--- src/rtl/io_bus_v2_pkg.sv ---
// Shared definitions for the io_bus_v2 IO bridge: register offsets, UART_STAT
// bit positions and handshake FSM states.
package io_bus_v2_pkg;

    localparam logic [7:0] REG_DIR       = 8'h00;
    localparam logic [7:0] REG_OUT       = 8'h04;
    localparam logic [7:0] REG_IN        = 8'h08;
    localparam logic [7:0] REG_RISE_EN   = 8'h0C;
    localparam logic [7:0] REG_FALL_EN   = 8'h10;
    localparam logic [7:0] REG_IRQ_STAT  = 8'h14;
    localparam logic [7:0] REG_UART_CTRL = 8'h18;
    localparam logic [7:0] REG_UART_TX   = 8'h1C;
    localparam logic [7:0] REG_UART_RX   = 8'h20;
    localparam logic [7:0] REG_UART_STAT = 8'h24;

    localparam int STAT_TX_BUSY    = 0;
    localparam int STAT_RX_NONEMPTY = 1;
    localparam int STAT_OVERFLOW   = 2;
    localparam int STAT_COUNT_LSB  = 3;

    typedef enum logic {
        ST_IDLE = 1'b0,
        ST_DONE = 1'b1
    } bus_state_e;

endpackage

--- src/rtl/io_bus_v2_sync_fifo.sv ---
// Small synchronous FIFO. A push into a full FIFO is accepted only when a pop
// frees a slot in the same cycle; a pop from an empty FIFO is ignored.
module sync_fifo #(
    parameter int WIDTH = 8,
    parameter int DEPTH = 4
) (
    input  logic                     clk,
    input  logic                     rst_n,
    input  logic                     push,
    input  logic                     pop,
    input  logic [WIDTH-1:0]         push_data,
    output logic [WIDTH-1:0]         pop_data,
    output logic                     full,
    output logic                     empty,
    output logic [$clog2(DEPTH):0]   count
);
    localparam int AW = $clog2(DEPTH);
    localparam int CW = AW + 1;

    logic [WIDTH-1:0] mem [DEPTH];
    logic [AW-1:0]    wr_ptr, rd_ptr;
    logic             do_push, do_pop;

    assign full     = (count == CW'(DEPTH));
    assign empty    = (count == '0);
    assign do_pop   = pop && !empty;
    assign do_push  = push && (!full || do_pop);
    assign pop_data = empty ? '0 : mem[rd_ptr];

    always_ff @(posedge clk or negedge rst_n) begin
        if (!rst_n) begin
            wr_ptr <= '0;
            rd_ptr <= '0;
            count  <= '0;
        end else begin
            if (do_push) wr_ptr <= wr_ptr + AW'(1);
            if (do_pop)  rd_ptr <= rd_ptr + AW'(1);
            count <= count + CW'(do_push) - CW'(do_pop);
        end
    end

    always_ff @(posedge clk) begin
        if (do_push) mem[wr_ptr] <= push_data;
    end

endmodule

--- src/rtl/io_bus_v2.sv ---
// Memory-mapped IO bridge: GPIO with synchronised inputs and edge interrupts,
// UART TX/RX front-end, single-outstanding request/done handshake.
module io_bus_v2
    import io_bus_v2_pkg::*;
#(
    parameter int NUM_IO    = 5,
    parameter int ADDR_BITS = 8,
    parameter int RX_DEPTH  = 4
) (
    input  logic                  clk,
    input  logic                  rst_n,
    input  logic                  start_request,
    input  logic                  is_write,
    input  logic [ADDR_BITS-1:0]  target_address,
    input  logic [31:0]           write_value,
    output logic [31:0]           fetched_value,
    output logic                  request_done,
    input  logic [NUM_IO-1:0]     io_inputs,
    output logic [NUM_IO-1:0]     io_outputs,
    output logic [NUM_IO-1:0]     io_direction,
    output logic                  irq,
    output logic                  uart_start_tx,
    output logic [7:0]            uart_tx_byte,
    input  logic                  uart_tx_done,
    input  logic                  uart_rx_available,
    input  logic [7:0]            uart_rx_byte,
    output logic                  uart_rx_clear
);
    localparam int CW = $clog2(RX_DEPTH) + 1;

    bus_state_e        state_q, state_d;
    logic [NUM_IO-1:0] dir_q, out_q, rise_en_q, fall_en_q, irq_stat_q;
    logic [NUM_IO-1:0] sync1_q, sync2_q, prev_q, edge_set, w1c;
    logic [7:0]        tx_byte_q, rx_data;
    logic              tx_busy_q, overflow_q, clear_q;
    logic              access, wr, rd, rx_take, rx_pop, rx_full, rx_empty, overflow_set;
    logic [CW-1:0]     rx_count;
    logic [31:0]       rdata;
    logic              unused_bits;

    function automatic logic hit(input logic [ADDR_BITS-1:0] a, input logic [7:0] off);
        return a == ADDR_BITS'(off);
    endfunction

    // Side effects happen only on the IDLE->DONE edge, so a held request acts once.
    assign access = (state_q == ST_IDLE) && start_request;
    assign wr     = access && is_write;
    assign rd     = access && !is_write;

    always_comb begin
        state_d = state_q;
        case (state_q)
            ST_IDLE: if (start_request)  state_d = ST_DONE;
            ST_DONE: if (!start_request) state_d = ST_IDLE;
            default: state_d = ST_IDLE;
        endcase
    end

    always_ff @(posedge clk or negedge rst_n) begin
        if (!rst_n) state_q <= ST_IDLE;
        else        state_q <= state_d;
    end

    assign request_done  = (state_q == ST_DONE);
    assign io_outputs    = out_q & dir_q;
    assign io_direction  = dir_q;
    assign irq           = |irq_stat_q;
    assign uart_start_tx = tx_busy_q;
    assign uart_tx_byte  = tx_byte_q;
    assign uart_rx_clear = clear_q;
    assign unused_bits   = &{1'b0, write_value};

    assign edge_set = (sync2_q & ~prev_q & rise_en_q) | (~sync2_q & prev_q & fall_en_q);
    assign w1c      = (wr && hit(target_address, REG_IRQ_STAT)) ? write_value[NUM_IO-1:0] : '0;

    // A byte is taken only when no clear is outstanding, so the uart sees one clear per byte.
    assign rx_take      = uart_rx_available && !clear_q;
    assign rx_pop       = rd && hit(target_address, REG_UART_RX) && !rx_empty;
    assign overflow_set = rx_take && rx_full && !rx_pop;

    sync_fifo #(.WIDTH(8), .DEPTH(RX_DEPTH)) u_rx_fifo (
        .clk       (clk),
        .rst_n     (rst_n),
        .push      (rx_take),
        .pop       (rx_pop),
        .push_data (uart_rx_byte),
        .pop_data  (rx_data),
        .full      (rx_full),
        .empty     (rx_empty),
        .count     (rx_count)
    );

    always_comb begin
        rdata = '0;
        if      (hit(target_address, REG_DIR))      rdata[NUM_IO-1:0] = dir_q;
        else if (hit(target_address, REG_OUT))      rdata[NUM_IO-1:0] = out_q;
        else if (hit(target_address, REG_IN))       rdata[NUM_IO-1:0] = sync2_q & ~dir_q;
        else if (hit(target_address, REG_RISE_EN))  rdata[NUM_IO-1:0] = rise_en_q;
        else if (hit(target_address, REG_FALL_EN))  rdata[NUM_IO-1:0] = fall_en_q;
        else if (hit(target_address, REG_IRQ_STAT)) rdata[NUM_IO-1:0] = irq_stat_q;
        else if (hit(target_address, REG_UART_TX))  rdata[7:0]        = tx_byte_q;
        else if (hit(target_address, REG_UART_RX))  rdata[7:0]        = rx_data;
        else if (hit(target_address, REG_UART_STAT)) begin
            rdata[STAT_TX_BUSY]                   = tx_busy_q;
            rdata[STAT_RX_NONEMPTY]               = !rx_empty;
            rdata[STAT_OVERFLOW]                  = overflow_q;
            rdata[STAT_COUNT_LSB +: CW]           = rx_count;
        end
    end

    always_ff @(posedge clk or negedge rst_n) begin
        if (!rst_n) begin
            dir_q         <= '0;
            out_q         <= '0;
            rise_en_q     <= '0;
            fall_en_q     <= '0;
            irq_stat_q    <= '0;
            sync1_q       <= '0;
            sync2_q       <= '0;
            prev_q        <= '0;
            tx_byte_q     <= '0;
            tx_busy_q     <= 1'b0;
            overflow_q    <= 1'b0;
            clear_q       <= 1'b0;
            fetched_value <= '0;
        end else begin
            sync1_q <= io_inputs;
            sync2_q <= sync1_q;
            prev_q  <= sync2_q;
            clear_q <= rx_take;
            // New edges win over a simultaneous write-one-to-clear.
            irq_stat_q <= (irq_stat_q & ~w1c) | edge_set;
            if (wr && hit(target_address, REG_DIR))     dir_q     <= write_value[NUM_IO-1:0];
            if (wr && hit(target_address, REG_OUT))     out_q     <= write_value[NUM_IO-1:0];
            if (wr && hit(target_address, REG_RISE_EN)) rise_en_q <= write_value[NUM_IO-1:0];
            if (wr && hit(target_address, REG_FALL_EN)) fall_en_q <= write_value[NUM_IO-1:0];
            if (wr && hit(target_address, REG_UART_TX)) tx_byte_q <= write_value[7:0];
            if (wr && hit(target_address, REG_UART_CTRL) && write_value[0] && !tx_busy_q)
                tx_busy_q <= 1'b1;
            else if (uart_tx_done)
                tx_busy_q <= 1'b0;
            overflow_q <= overflow_set ||
                          (overflow_q && !(wr && hit(target_address, REG_UART_STAT) && write_value[2]));
            if (access) fetched_value <= is_write ? '0 : rdata;
        end
    end

endmodule

--- config.mk ---
export PLATFORM = sky130hd
export DESIGN_NAME = io_bus_v2
export DESIGN_NICKNAME = d
export VERILOG_FILES = /design/src/rtl/io_bus_v2_pkg.sv /design/src/rtl/io_bus_v2_sync_fifo.sv /design/src/rtl/io_bus_v2.sv
export SDC_FILE = /design/constraint.sdc
export NUM_CORES = 1
export LEC_CHECK = 0
export ABC_CLOCK_PERIOD_IN_PS = 2700
export CAP_MARGIN = 20
export CORE_UTILIZATION = 50
export DETAILED_ROUTE_END_ITERATION = 10
export GPL_ROUTABILITY_DRIVEN = 1
export PLACE_DENSITY = 0.78
export RECOVER_POWER = 25
export SETUP_SLACK_MARGIN = 0.2
export SYNTH_ARGS = -nofsm -noshare
export SYNTH_HDL_FRONTEND = slang
export SYNTH_SLANG_ARGS = --single-unit
--- constraint.sdc ---
create_clock -name clk -period 2.7 [get_ports clk]
set_input_delay 0.54 -clock clk [delete_from_list [all_inputs] [get_ports clk]]
set_output_delay 0.54 -clock clk [all_outputs]
set_load 0.01 [all_outputs]
==> summary.md <==
For this run the aggregate overflow at the end of global routing stands at 0. For this design the static power due to leakage is 2.55 nW. Headroom to the max-slew limit came out at 26.5%.

Max capacitance violation total: 0. The highest metal layer with signal wires was met4. The path length in cells of the critical path is 12.

More flip-flops sit in one register than any other, and that register is u_rx_fifo.mem. The tightest min-delay check is of the in -> async type. In the post-synthesis netlist, the biggest area contributors are sky130_fd_sc_hd__dfrtp_1, sky130_fd_sc_hd__edfxtp_1, sky130_fd_sc_hd__mux2_1. Number of flip-flops under the largest register name: 32.

The run finished with clean final reports. Power spread over the standard cell area amounts to 574 nW/um2. The worst setup path is captured at a flop. The logs give 24.2% for the overall routing resource usage and 0 for the final max-slew violation count.

The congestion estimate from routability-driven global placement came to 0.892. Of all nets on the critical path, the largest fanout is 3. The CTS buffer count is 9. Summed over all layers, the routed wires come to 11,200 um. The run gives 8210 um as the HPWL reported at the end of detailed placement. The first global-routing pass estimated 18,100 um of wire. The most instantiated flip-flop cell in the synthesis netlist is sky130_fd_sc_hd__dfrtp_1.

In this run the count of I/O pins placed on the die edge is 113. The clock passes through at most 2 buffers. The floorplan step defined a core boundary enclosing 9240 um2.

The top-area cell type share of the netlist area was 35.3%; the final net count was 555. After clock tree synthesis, the clock-pin slew on the worst setup and hold paths is 100 ps. The number of instances in the synthesized netlist was 385; the number of rows in the core area was 35. The slowest cell on the critical path was sky130_fd_sc_hd__dlygate4sd3_1.

The die span in x is 99.5 um, and the post-cts hold buffer count is 0. The part of the Yosys area used for sequential elements is 55.5%, and the maximum number of pins on one net before global-route repair is 28. For the number of vias after detailed routing, the log shows 3,526.

The cell with the most instances on the worst path is sky130_fd_sc_hd__inv_2. Data on the critical path is required at its endpoint by 2960 ps. CTS saw 99 sinks. The post-synthesis register bit count is 99. After detailed routing, the wire length on met1 is 4500 um. The share of post-route cells with drive strength above 1 is 18.2%.

Leaving out fill and tap cells, the most frequent cells in the layout are sky130_fd_sc_hd__dfrtp_1, sky130_fd_sc_hd__clkdlybuf4s50_1, sky130_fd_sc_hd__buf_4, sky130_fd_sc_hd__edfxtp_1, sky130_fd_sc_hd__nand2_1. Setup violations remaining at the end of the flow were counted as 0. TritonCTS built the clock tree. Of all cell types, the one taking the most synthesized area is sky130_fd_sc_hd__dfrtp_1. The die footprint came out at 9900 um2. The run gives 623 as the count of placed standard cells in the final layout, fillers left out. Across the routed clock network, the largest skew measured is 13.4 ps.

Compared with the post-synthesis result, the final layout area differs by 28.0%. The clock reaches the later pin of the worst-skew pair after 370 ps. For the worst setup timing slack at the placement stage, the log shows -210 ps. The number of buffers added on ports works out to 64.

In this run the clock root is driven by a sky130_fd_sc_hd__clkbuf_8. The synthesized netlist occupies a cell area of 4750 um2. After detailed routing, the met3 layer carries 760 um of wire. The post-detailed-route wirelength per cell came out at 18.0 um.

In the routed design, unresolved DRC markers number 0. Depth of the worst register-to-register path: 10. The run gives 3,572 as the number of global-route vias before repair. The yosys synthesis warning count came out at 0.

The maximum single-stage delay on the critical path was 560 ps; the count of flip-flops with a built-in enable after synthesis was 32. The die is 99.5 um tall. VDD sags by at most 0.386 mV.

The tools report the aggregate negative setup slack as 0 ps. After detailed placement, the design holds a cell count of 606. Proportion of register bits with asynchronous set or reset after synthesis: 67.7%. Based on the critical path, the design can be clocked at up to 408 MHz. The remaining antenna violation count came out at 0.

Post-route clock period utilization: 90.7%. Critical path start-end classification: in -> reg. For the finished layout, the period the worst path requires is 2450 ps.

The leading cell type in the layout, fill and taps excluded was sky130_fd_sc_hd__dfrtp_1. The buffering stage count on the worst path with inverters included was 5; the initial antenna violation count was 0. The logs give 3 for the H-tree depth reported by CTS and 251 ps for the worst setup slack after layout. In this run, the number of DRC markers left after iteration 0 of detailed routing was 248.

Traced cell by cell, the critical path runs through dlygate4sd3_1, nor3b_1, buf_4, nand4_4, inv_2, ha_4, inv_2, ha_4, inv_2, fa_2, xnor2_2, xnor2_1. The average vias per placed instance was 5.66. The number of failing hold endpoints at the final stage was 0. The tools report the kind of launch point of the worst setup path as a primary input.

The number of search-and-repair iterations in the first detailed-routing pass came out at 5. Setup repair after global routing left no endpoint under its margin. The antenna cell count was 0.

The synthesized area per cell came out at 12.3 um2. Detailed route wirelength on metal2: 5520 um. The worst-margin pin slew was 1100 ps; the number of library cell types mapped by synthesis was 58.

At the worst endpoint, the arrival time is 2710 ps. The initial utilization of the core area, before any placement, comes to 51.4%. The design draws 3.49 mW. The cell class contributing the biggest share of worst-path delay was buffers and inverters.
[metrics by stage]
step           hold slack, ps  instance area, um2  utilization [%]
2_1_floorplan             244                4890                -
3_3_place_gp              336                5830             63.1
3_5_place_dp              335                5830             63.1
4_1_cts                   112                6080             65.8
5_1_grt                   362                6080             65.8
6_report                  353                6080             65.8
[worst reg2reg max path: stages (launching register included)]
cell	delay [ps]
sky130_fd_sc_hd__dfrtp_1	440
sky130_fd_sc_hd__or3_1	490
sky130_fd_sc_hd__nand4_4	170
sky130_fd_sc_hd__inv_2	70
sky130_fd_sc_hd__ha_4	210
sky130_fd_sc_hd__inv_2	60
sky130_fd_sc_hd__ha_4	120
sky130_fd_sc_hd__inv_2	30
sky130_fd_sc_hd__fa_2	360
sky130_fd_sc_hd__xnor2_2	140
sky130_fd_sc_hd__xnor2_1	120
[kinds of logic after synthesis]
kind of cell	after synthesis	synth area share, %
AO/OA/AOI/OAI	75	10.1
XOR/XNOR	5	0.921
other	1	0.0789
adder cells (fa/ha/maj)	7	2.00
buffers and inverters	52	6.19
AND/OR/NAND/NOR	108	14.3
multiplexers	38	10.8
flip-flops	99	55.5
[repair_timing]
action	CTS	global route
pin swaps	1	3
buffers inserted	1	0
setup endpoints to repair	1	2
resized for setup	0	4
gates cloned	0	0
[cells in the mapped netlist, types with 3 or more instances]
library cell               count
sky130_fd_sc_hd__a21oi_1      22
sky130_fd_sc_hd__nand3b_1      6
sky130_fd_sc_hd__nand3_1      15
sky130_fd_sc_hd__nand2_1      25
sky130_fd_sc_hd__o211ai_1      5
sky130_fd_sc_hd__inv_1        14
sky130_fd_sc_hd__mux2_1       23
sky130_fd_sc_hd__buf_4        24
sky130_fd_sc_hd__o21ai_1       8
sky130_fd_sc_hd__xnor2_1       5
sky130_fd_sc_hd__mux2_2        5
sky130_fd_sc_hd__nor3_1        5
sky130_fd_sc_hd__nor4b_2       3
sky130_fd_sc_hd__nand2b_1      4
sky130_fd_sc_hd__o22ai_1       5
sky130_fd_sc_hd__clkbuf_1      4
sky130_fd_sc_hd__a22o_1        3
sky130_fd_sc_hd__mux4_2        8
sky130_fd_sc_hd__nor2_1       11
sky130_fd_sc_hd__buf_2         7
sky130_fd_sc_hd__edfxtp_1     32
sky130_fd_sc_hd__a31oi_1       6
sky130_fd_sc_hd__ha_1          6
sky130_fd_sc_hd__nor3b_1       3
sky130_fd_sc_hd__o21ai_0      10
sky130_fd_sc_hd__nor2b_1       8
sky130_fd_sc_hd__dfrtp_1      67
sky130_fd_sc_hd__and2_1       12
[worst paths after layout]
kind / from / to / slack, ps
max: start_request / u_rx_fifo.count[2] / 250
min: rst_n / sync2_q[4] / 350
max reg2reg: u_rx_fifo.count[0] / u_rx_fifo.count[2] / 370
min reg2reg: sync1_q[3] / sync2_q[3] / 360
max in group asynchronous: rst_n / fetched_value[2] / 810
min in group clk: sync1_q[3] / sync2_q[3] / 360
[where the power goes]
group | leakage (nW) | switching (mW) | internal [mW]
logic | 1.28 | 0.323 | 0.293
registers | 1.16 | 0.0736 | 1.70
clock network | 0.121 | 0.554 | 0.547
[area by class of cell]
cell class	count	area, um2
multi-input cells	257	1950
well taps	129	161
fillers	692	3160
flip-flops and latches	99	2640
inverters	16	60.1
repair buffers	106	1030
clock buffers	9	124
clock inverters	7	116
[per-layer routing]
layer / track usage, % / vias up
met5: 0 / -
met2: 41.0 / 189
met3: 5.06 / 50
met1: 30.1 / 1714
met4: 10.9 / 0
li1: - / 1573
(Power assumes the default switching activity.)
